<file path="config.mk">
export PLATFORM = sky130hd
export DESIGN_NAME = econet_hdlc_rx
export DESIGN_NICKNAME = d
export VERILOG_FILES = /design/src/rtl/econet_hdlc_rx.sv
export SDC_FILE = /design/constraint.sdc
export NUM_CORES = 1
export LEC_CHECK = 0
export CAP_MARGIN = 40
export CORE_AREA = 8 8 101 103
export DETAILED_ROUTE_END_ITERATION = 8
export DIE_AREA = 0 0 109 111
export GPL_TIMING_DRIVEN = 0
export HOLD_SLACK_MARGIN = 0.03
export PLACE_DENSITY = 0.92
export SYNTH_ARGS = -nofsm -noshare
export SYNTH_HDL_FRONTEND = slang
export SYNTH_SLANG_ARGS = --single-unit
</file>
<file path="constraint.sdc">
create_clock -name econet_clk -period 6.6 [get_ports econet_clk]
set_input_delay 1.32 -clock econet_clk [delete_from_list [all_inputs] [get_ports econet_clk]]
set_output_delay 1.32 -clock econet_clk [all_outputs]
set_load 0.005 [all_outputs]
</file>
<file path="src/rtl/econet_hdlc_rx.sv">
// Econet (HDLC) bit-level receive deframer.
//
// Samples the serial line and hunts for an opening flag. Inside a frame it removes stuffed
// zeros and detects aborts. It assembles LSB-first octets and runs a reflected CRC-16 (X.25)
// over the frame. Octet and frame events go out as single-cycle strobes to the buffered
// receive stage. Everything runs on the rising edge of econet_clk.
//
// Ports
//   econet_clk      in   line clock
//   valid_rst       in   asynchronous active-high reset
//   rx              in   serial line data
//   inhibit         in   high = ignore the line (own transmission in progress)
//   rx_byte         out  last assembled octet, held until the next rx_byte_ready
//   rx_fcs          out  CRC register at frame close (16'hF0B8 = good), 0 on a bad end
//   rx_byte_ready   out  1-cycle strobe, rx_byte valid
//   rx_frame_start  out  1-cycle strobe ahead of the first rx_byte_ready of a frame
//   rx_frame_end    out  1-cycle strobe, frame closed or aborted
//   receiving       out  high from the rx_frame_start cycle through the rx_frame_end cycle
module econet_hdlc_rx #(
  parameter int unsigned MAX_BYTES = 2048,
  parameter logic [15:0] CRC_INIT  = 16'hFFFF,
  parameter logic [15:0] CRC_POLY  = 16'h8408
) (
  input  logic        econet_clk,
  input  logic        valid_rst,
  input  logic        rx,
  input  logic        inhibit,
  output logic [7:0]  rx_byte,
  output logic [15:0] rx_fcs,
  output logic        rx_byte_ready,
  output logic        rx_frame_start,
  output logic        rx_frame_end,
  output logic        receiving
);

  localparam int unsigned    CntW      = $clog2(MAX_BYTES + 2);
  localparam logic [CntW-1:0] ByteLimit = CntW'(MAX_BYTES + 1);

  typedef enum logic [0:0] {StHunt, StData} state_e;

  state_e          state_q, state_d;
  logic [7:0]      hist_q, hist_d;
  logic [2:0]      ones_q, ones_d;
  logic [2:0]      bitcnt_q, bitcnt_d;
  logic [CntW-1:0] bytecnt_q, bytecnt_d;
  logic [15:0]     crc_q, crc_d;
  logic [15:0]     snap_q, snap_d;
  logic [7:0]      shreg_q, shreg_d;
  logic            started_q, started_d;
  logic [7:0]      byte_hold_q, byte_hold_d;
  logic            byte_pend_q, byte_pend_d;
  logic            end_pend_q, end_pend_d;
  logic [15:0]     fcs_pend_q, fcs_pend_d;
  logic            frame_start_q, frame_start_d;
  logic [7:0]      rx_byte_q, rx_byte_d;
  logic [15:0]     rx_fcs_q, rx_fcs_d;
  logic            byte_ready_q, byte_ready_d;
  logic            frame_end_q, frame_end_d;
  logic            receiving_q, receiving_d;

  logic [2:0]  ones_nxt;
  logic [15:0] crc_bit;
  logic [CntW-1:0] bytecnt_inc;
  logic        abort;

  assign ones_nxt    = rx ? ((ones_q == 3'd7) ? 3'd7 : ones_q + 3'd1) : 3'd0;
  assign crc_bit     = {1'b0, crc_q[15:1]} ^ ((crc_q[0] ^ rx) ? CRC_POLY : 16'h0000);
  assign bytecnt_inc = bytecnt_q + CntW'(1);

  always_comb begin
    state_d       = state_q;
    hist_d        = hist_q;
    ones_d        = ones_nxt;
    bitcnt_d      = bitcnt_q;
    bytecnt_d     = bytecnt_q;
    crc_d         = crc_q;
    snap_d        = snap_q;
    shreg_d       = shreg_q;
    started_d     = started_q;
    byte_hold_d   = byte_hold_q;
    byte_pend_d   = 1'b0;
    end_pend_d    = 1'b0;
    fcs_pend_d    = fcs_pend_q;
    frame_start_d = 1'b0;
    abort         = 1'b0;

    if (inhibit) begin
      abort  = 1'b1;
      ones_d = 3'd0;
    end else begin
      case (state_q)
        StHunt: begin
          hist_d = {hist_q[6:0], rx};
          if ({hist_q[6:0], rx} == 8'h7E) begin
            state_d   = StData;
            crc_d     = CRC_INIT;
            bitcnt_d  = 3'd0;
            bytecnt_d = '0;
            started_d = 1'b0;
          end
        end
        StData: begin
          if (ones_q == 3'd5 && !rx) begin
            // Stuffed zero: dropped without touching the octet or CRC.
          end else if (ones_q >= 3'd6) begin
            if (rx) begin
              abort = 1'b1;
            end else begin
              // Flag. A clean close leaves exactly the flag's 0 + five 1s in the octet.
              if (started_q) begin
                end_pend_d = 1'b1;
                fcs_pend_d = (bitcnt_q == 3'd6 && bytecnt_q != '0) ? snap_q : 16'h0000;
              end
              started_d = 1'b0;
              crc_d     = CRC_INIT;
              bitcnt_d  = 3'd0;
              bytecnt_d = '0;
            end
          end else if (ones_q == 3'd5) begin
            // Sixth one: not data; the next bit decides between flag and abort.
          end else begin
            shreg_d  = {rx, shreg_q[7:1]};
            crc_d    = crc_bit;
            bitcnt_d = bitcnt_q + 3'd1;
            if (bitcnt_q == 3'd7) begin
              snap_d    = crc_bit;
              bytecnt_d = bytecnt_inc;
              if (bytecnt_inc == ByteLimit) begin
                // Oversize frame: the excess octet is not delivered.
                abort = 1'b1;
              end else begin
                byte_hold_d = {rx, shreg_q[7:1]};
                byte_pend_d = 1'b1;
                if (!started_q) begin
                  frame_start_d = 1'b1;
                  started_d     = 1'b1;
                end
              end
            end
          end
        end
        default: state_d = StHunt;
      endcase
    end

    if (abort) begin
      state_d   = StHunt;
      hist_d    = 8'h00;
      started_d = 1'b0;
      if (started_q) begin
        end_pend_d = 1'b1;
        fcs_pend_d = 16'h0000;
      end
    end

    // Output stage: bytes and frame ends are presented one cycle after they are decided.
    byte_ready_d = byte_pend_q;
    rx_byte_d    = byte_pend_q ? byte_hold_q : rx_byte_q;
    frame_end_d  = end_pend_q;
    rx_fcs_d     = end_pend_q ? fcs_pend_q : rx_fcs_q;

    if (frame_start_d) begin
      receiving_d = 1'b1;
    end else if (frame_end_q) begin
      receiving_d = 1'b0;
    end else begin
      receiving_d = receiving_q;
    end
  end

  always_ff @(posedge econet_clk or posedge valid_rst) begin
    if (valid_rst) begin
      state_q       <= StHunt;
      hist_q        <= 8'h00;
      ones_q        <= 3'd0;
      bitcnt_q      <= 3'd0;
      bytecnt_q     <= '0;
      crc_q         <= CRC_INIT;
      snap_q        <= 16'h0000;
      shreg_q       <= 8'h00;
      started_q     <= 1'b0;
      byte_hold_q   <= 8'h00;
      byte_pend_q   <= 1'b0;
      end_pend_q    <= 1'b0;
      fcs_pend_q    <= 16'h0000;
      frame_start_q <= 1'b0;
      rx_byte_q     <= 8'h00;
      rx_fcs_q      <= 16'h0000;
      byte_ready_q  <= 1'b0;
      frame_end_q   <= 1'b0;
      receiving_q   <= 1'b0;
    end else begin
      state_q       <= state_d;
      hist_q        <= hist_d;
      ones_q        <= ones_d;
      bitcnt_q      <= bitcnt_d;
      bytecnt_q     <= bytecnt_d;
      crc_q         <= crc_d;
      snap_q        <= snap_d;
      shreg_q       <= shreg_d;
      started_q     <= started_d;
      byte_hold_q   <= byte_hold_d;
      byte_pend_q   <= byte_pend_d;
      end_pend_q    <= end_pend_d;
      fcs_pend_q    <= fcs_pend_d;
      frame_start_q <= frame_start_d;
      rx_byte_q     <= rx_byte_d;
      rx_fcs_q      <= rx_fcs_d;
      byte_ready_q  <= byte_ready_d;
      frame_end_q   <= frame_end_d;
      receiving_q   <= receiving_d;
    end
  end

  assign rx_byte        = rx_byte_q;
  assign rx_fcs         = rx_fcs_q;
  assign rx_byte_ready  = byte_ready_q;
  assign rx_frame_start = frame_start_q;
  assign rx_frame_end   = frame_end_q;
  assign receiving      = receiving_q;

endmodule

</file>
## Word level (Yosys, flattened, before mapping)

Index checks and enable logic that the tools add are counted.

- Register bits after elaboration: 121
- Latch bits: 0
- Bits in writable memories: 0
- Memory bits (read-only): 0
- Input port bits: 4
- Output and inout port bits: 28
- Word-level logic and storage cells: 144
- Memories kept: 0

- $add $sub $neg: 3
- Multiply operators: 0
- Divide/modulo/power cells: 0
- Order comparisons: 1
- Equal/unequal tests: 19
- Shifts and indexed selects: 0
- Muxes and demuxes: 82
- Bitwise operators: 8
- Reductions and logical operators: 12

Operator list:

| cell | number |
|---|---|
| 2-to-1 mux 16 bit | 15 |
| 2-to-1 mux 12 bit | 6 |
| 2-to-1 mux 1 bit | 46 |
| case mux 16 bit (2 select lines) | 1 |
| 2-to-1 mux 3 bit | 8 |
| case mux 12 bit (2 select lines) | 1 |
| 2-to-1 mux 7 bit | 3 |
| bitwise XOR 15 x 16 -> 16 bit | 1 |
| AND reduction 7 bit | 2 |
| adder 12 x 1 -> 12 bit (second input constant) | 1 |
| == test 12 bit (second input constant) | 1 |
| == test 3 bit (second input constant) | 4 |
| AND reduction 6 bit | 2 |
| nonzero test 12 bit | 1 |
| AND reduction 5 bit | 2 |
| inequality test 3 bit (second input constant) | 3 |
| == test 8 x 7 -> 1 bit (second input constant) | 1 |
| inequality test 4 bit (second input constant) | 2 |
| adder 3 x 1 -> 3 bit (second input constant) | 2 |
| inverter 1 bit | 6 |
| case mux 3 bit (2 select lines) | 1 |
| inequality test 2 x 1 -> 1 bit (second input constant) | 2 |
| inequality test 2 bit (second input constant) | 2 |
| inequality test 4 x 1 -> 1 bit (second input constant) | 1 |
| other kinds (10) | 11 |

## Longest topological paths before layout

- Depth in word-level cells: 11
- Depth in mapped cells: 9
- Depth with buffers taken out: 7

## Worst setup path before layout

OpenSTA, ideal clock, no wires.

- Kind: input-to-reg
- Start: in rx
- End: reg snap_q[0]
- Setup time: 125 ps
- Arrival: 2756 ps
- Data required time: 6475 ps
- Slack: 3719 ps
- Stages: 7
- Buffers on the path: 3
- Cell sequence: buf_6 -> o21a_1 -> nand4b_1 -> nand4_1 -> buf_2 -> buf_2 -> mux2_2

- Cells in the longest elaborated chain, start to end: 4

Ends and longest elaborated chain:

| item | RTL line | text |
|---|---|---|
| start, declared | 26 | `input logic rx,` |
| zero test 1 bit | 103 | `if (ones_q == 3'd5 && !rx) begin` |
| logical AND 1 bit | 103 |  |
| inverter 1 bit (no line) | - |  |
| AND reduction 6 bit (no line) | - |  |
| end signal, assigned | 199 | `snap_q <= snap_d;` |
| end, declared | 47 | `logic [15:0] snap_q, snap_d;` |

Every way passes these cells.
A chain may end at the register's enable or synchronous reset.

## Worst setup path in the final report

- Start: in inhibit
- End: reg fcs_pend_q[6]

- Cells in the longest elaborated chain, start to end: 3

Ends and longest elaborated chain:

| item | RTL line | text |
|---|---|---|
| start, declared | 27 | `input logic inhibit,` |
| 2-to-1 mux 16 bit | 87 | `if (inhibit) begin` |
| 2-to-1 mux 16 bit | 150 | `if (started_q) begin` |
| 2-to-1 mux 16 bit * | 146 | `if (abort) begin` |
| net fcs_pend_d[6] | 53 | `logic [15:0] fcs_pend_q, fcs_pend_d;` |
| end signal, assigned | 205 | `fcs_pend_q <= fcs_pend_d;` |
| end, declared | 53 |  |

Mark *: on every way through the listed nets, which the timed path passes. The rest lies on a longest branch.

==> impl_metrics.env <==
export IMPL_antenna_found_initial=0
export IMPL_syn_instance_count=442
export IMPL_start_kind="input port"
export IMPL_fin_crit_ps=3280
export IMPL_slew_headroom_pct=45.5
export IMPL_dp_hpwl_um=7750
export IMPL_grt_max_degree=65
export IMPL_hp_class="reg -> reg"
export IMPL_top_layer_used="met4"
export IMPL_wl_met2_um=6590
export IMPL_fin_crit_sh_pct=49.7
export IMPL_num_vias=3933
export IMPL_cts_num_sinks=120
export IMPL_dp_cells=581
export IMPL_critPathKind="in -> reg"
export IMPL_syn_area_per_cell_um2=12.1
export IMPL_critPathMaxFanout=10
export IMPL_clkLatencyLatePin_ps=520
export IMPL_cts_setup_buffers=0
export IMPL_diodes=0
export IMPL_cts_buffers=17
export IMPL_synth_edf_count=0
export IMPL_die_area_um2=12100
export IMPL_grt_pass1_wl_um=21000
export IMPL_die_x_um=109
export IMPL_postRouteAntennaNets=0
export IMPL_num_rows=34
export IMPL_fin_skew_ps=11.2
export IMPL_max_cap_violations=0
export IMPL_die_h_um=111
export IMPL_first_global_vias=4062
export IMPL_start_util_pct=62.4
export IMPL_grt_overflow=0
export IMPL_mostFrequentLayoutCells="dfrtp_1, mux2_2, nand2_1"
export IMPL_synthesis_nets=454
export IMPL_track_usage_pct=22.3
export IMPL_final_max_slew_viol_count=0
export IMPL_path_clk_slew_ps=60
export IMPL_ctsResizeCount=0
export IMPL_place_ws_ps=2960
export IMPL_ys_flop_type="dfrtp_1"
export IMPL_netlist_area_um2=5330
export IMPL_irDropWorstVdd_v=0.000123
export IMPL_mostFrequentLayoutCell="dfrtp_1"
export IMPL_nNetsFinal=504
export IMPL_tightest_slew_ps=817
export IMPL_cp_end_kind="register"
export IMPL_cts_root_buf="clkbuf_8"
export IMPL_route_detailed_drc=0
export IMPL_core_area_um2=8550
export IMPL_async_reset_ff_share_pct=100
export IMPL_yosysWarnings=0
export IMPL_wl_met3_um=776
export IMPL_vias_per_cell=6.43
export IMPL_area_delta_synth_final_pct=19.0
export IMPL_wirelength_um=12900
export IMPL_boundaryPins=32
export IMPL_ys_seq_area_share_pct=56.7
export IMPL_fin_cells=612
export IMPL_yosys_register_bits=120
export IMPL_drtIter0Drc=221
export IMPL_gp_congestion=0.875
export IMPL_first_pass_iters=5
export IMPL_setup_violations_final=0
export IMPL_final_area_um2=6350
export IMPL_cts_max_level=4
export IMPL_io_buffers=30
export IMPL_cts_hold_buffers=0
export IMPL_hold_viol_final=0
export IMPL_powerDensity_nw_per_um2=256
export IMPL_rsz0062_at_grt="no"
export IMPL_status="finished, final reports clean"
export IMPL_tns_ps=0
export IMPL_cts_buffer_depth=2
export IMPL_tritoncts="built"
export IMPL_setup_slack_ps=3320
export IMPL_p_leak_uw=0.00294
export IMPL_max_freq_mhz=305
export IMPL_n_fill_cell=476
export IMPL_crit_arrival_ps=3690
export IMPL_fin_util_pct=74.2
export IMPL_drive_gt1_share_pct=25.6
export IMPL_cp_required_ps=7010
export IMPL_post_dp_cell_area_um2=5800
export IMPL_wl_per_cell_um=21.0
export IMPL_met1Wirelength_um=5130
export IMPL_synth_cell_types=57
## state kept, by name, summed over array words and instances, names as in the netlist
register,cells
rx_frame_end,1
crc_q,16
state_q,1
snap_q,16
fcs_pend_q,16
end_pend_q,1
bytecnt_q,12
byte_hold_q,8
rx_frame_start,1
rx_byte_ready,1
rx_byte,8
shreg_q,7
receiving,1
bitcnt_q,3
byte_pend_q,1
rx_fcs,16
hist_q,7
ones_q,3
started_q,1
## synthesized netlist by cell type (4+ instances only)
library cell,number,area (um2)
dfstp_2,16,420
nor3_1,24,120
a22oi_1,16,120
o21bai_1,5,37.5
mux2i_1,8,80.1
nand4_1,5,31.3
nor2_1,25,93.8
clkbuf_1,13,48.8
a21o_1,5,37.5
ha_1,8,100
mux2_2,52,586
buf_2,8,40.0
o21ai_0,25,125
o31ai_1,4,30.0
a31oi_1,6,37.5
and2_1,5,31.3
nand2_1,36,135
and3_1,4,25.0
inv_1,9,33.8
nand3_1,5,25.0
dfrtp_1,104,2600
xor2_1,4,35.0
## where the power goes
group          internal, uW  switching [uW]
logic                  6.66            20.7
registers               738            1.97
clock network           510             344
## kinds of logic after synthesis
kind of cell    share of synthesized area (%)
xor+xnor                                 1.15
fa+ha+maj                                1.88
buf+inv                                  3.45
simple gates                             13.1
compound gates                           11.2
mux                                      12.5
flops                                    56.7
## area by class of cell
cell class	count	area [um2]	share of cell area [%]
sequential	120	3020	47.6
multi-input combinational	285	2120	33.5
clock buffer	18	428	6.74
timing repair buffer	31	328	5.17
buffer	28	150	2.37
tap	108	135	2.13
clock inverter	13	121	1.91
inverter	9	36.3	0.572
## through the flow
stage	hold slack [ps]	power [uW]
global placement	354	777
global route	392	1670
floorplan	352	771
detailed placement	365	781
CTS	387	1630
finish	387	1620
## path summary, 6_finish.rpt
kind / end / startpoint / cells after the start / slack, ps
max: fcs_pend_q[6] / inhibit / 7 / 3320
max reg2reg: fcs_pend_q[6] / ones_q[1] / 8 / 3900
min reg2reg: rx_byte_ready / byte_pend_q / 0 / 390
max in group asynchronous: crc_q[13] / valid_rst / 3 / 4490
min in group asynchronous: byte_hold_q[1] / valid_rst / 2 / 1290
min: rx_byte_ready / byte_pend_q / 0 / 390
## worst max-delay path, stage by stage
cell and delay, ps:
clkdlybuf4s50_1 510, nor4b_4 340, o2111ai_4 280, a311oi_2 660, buf_6 240, a22oi_1 80, nor3_1 250
## metal layers
metal  GRT usage, %  up-vias
met2           36.4      186
met3           5.93       43
li1               -     1706
met5              0        -
met4           10.1        0
met1           26.6     1998
(Power assumes the default switching activity.)
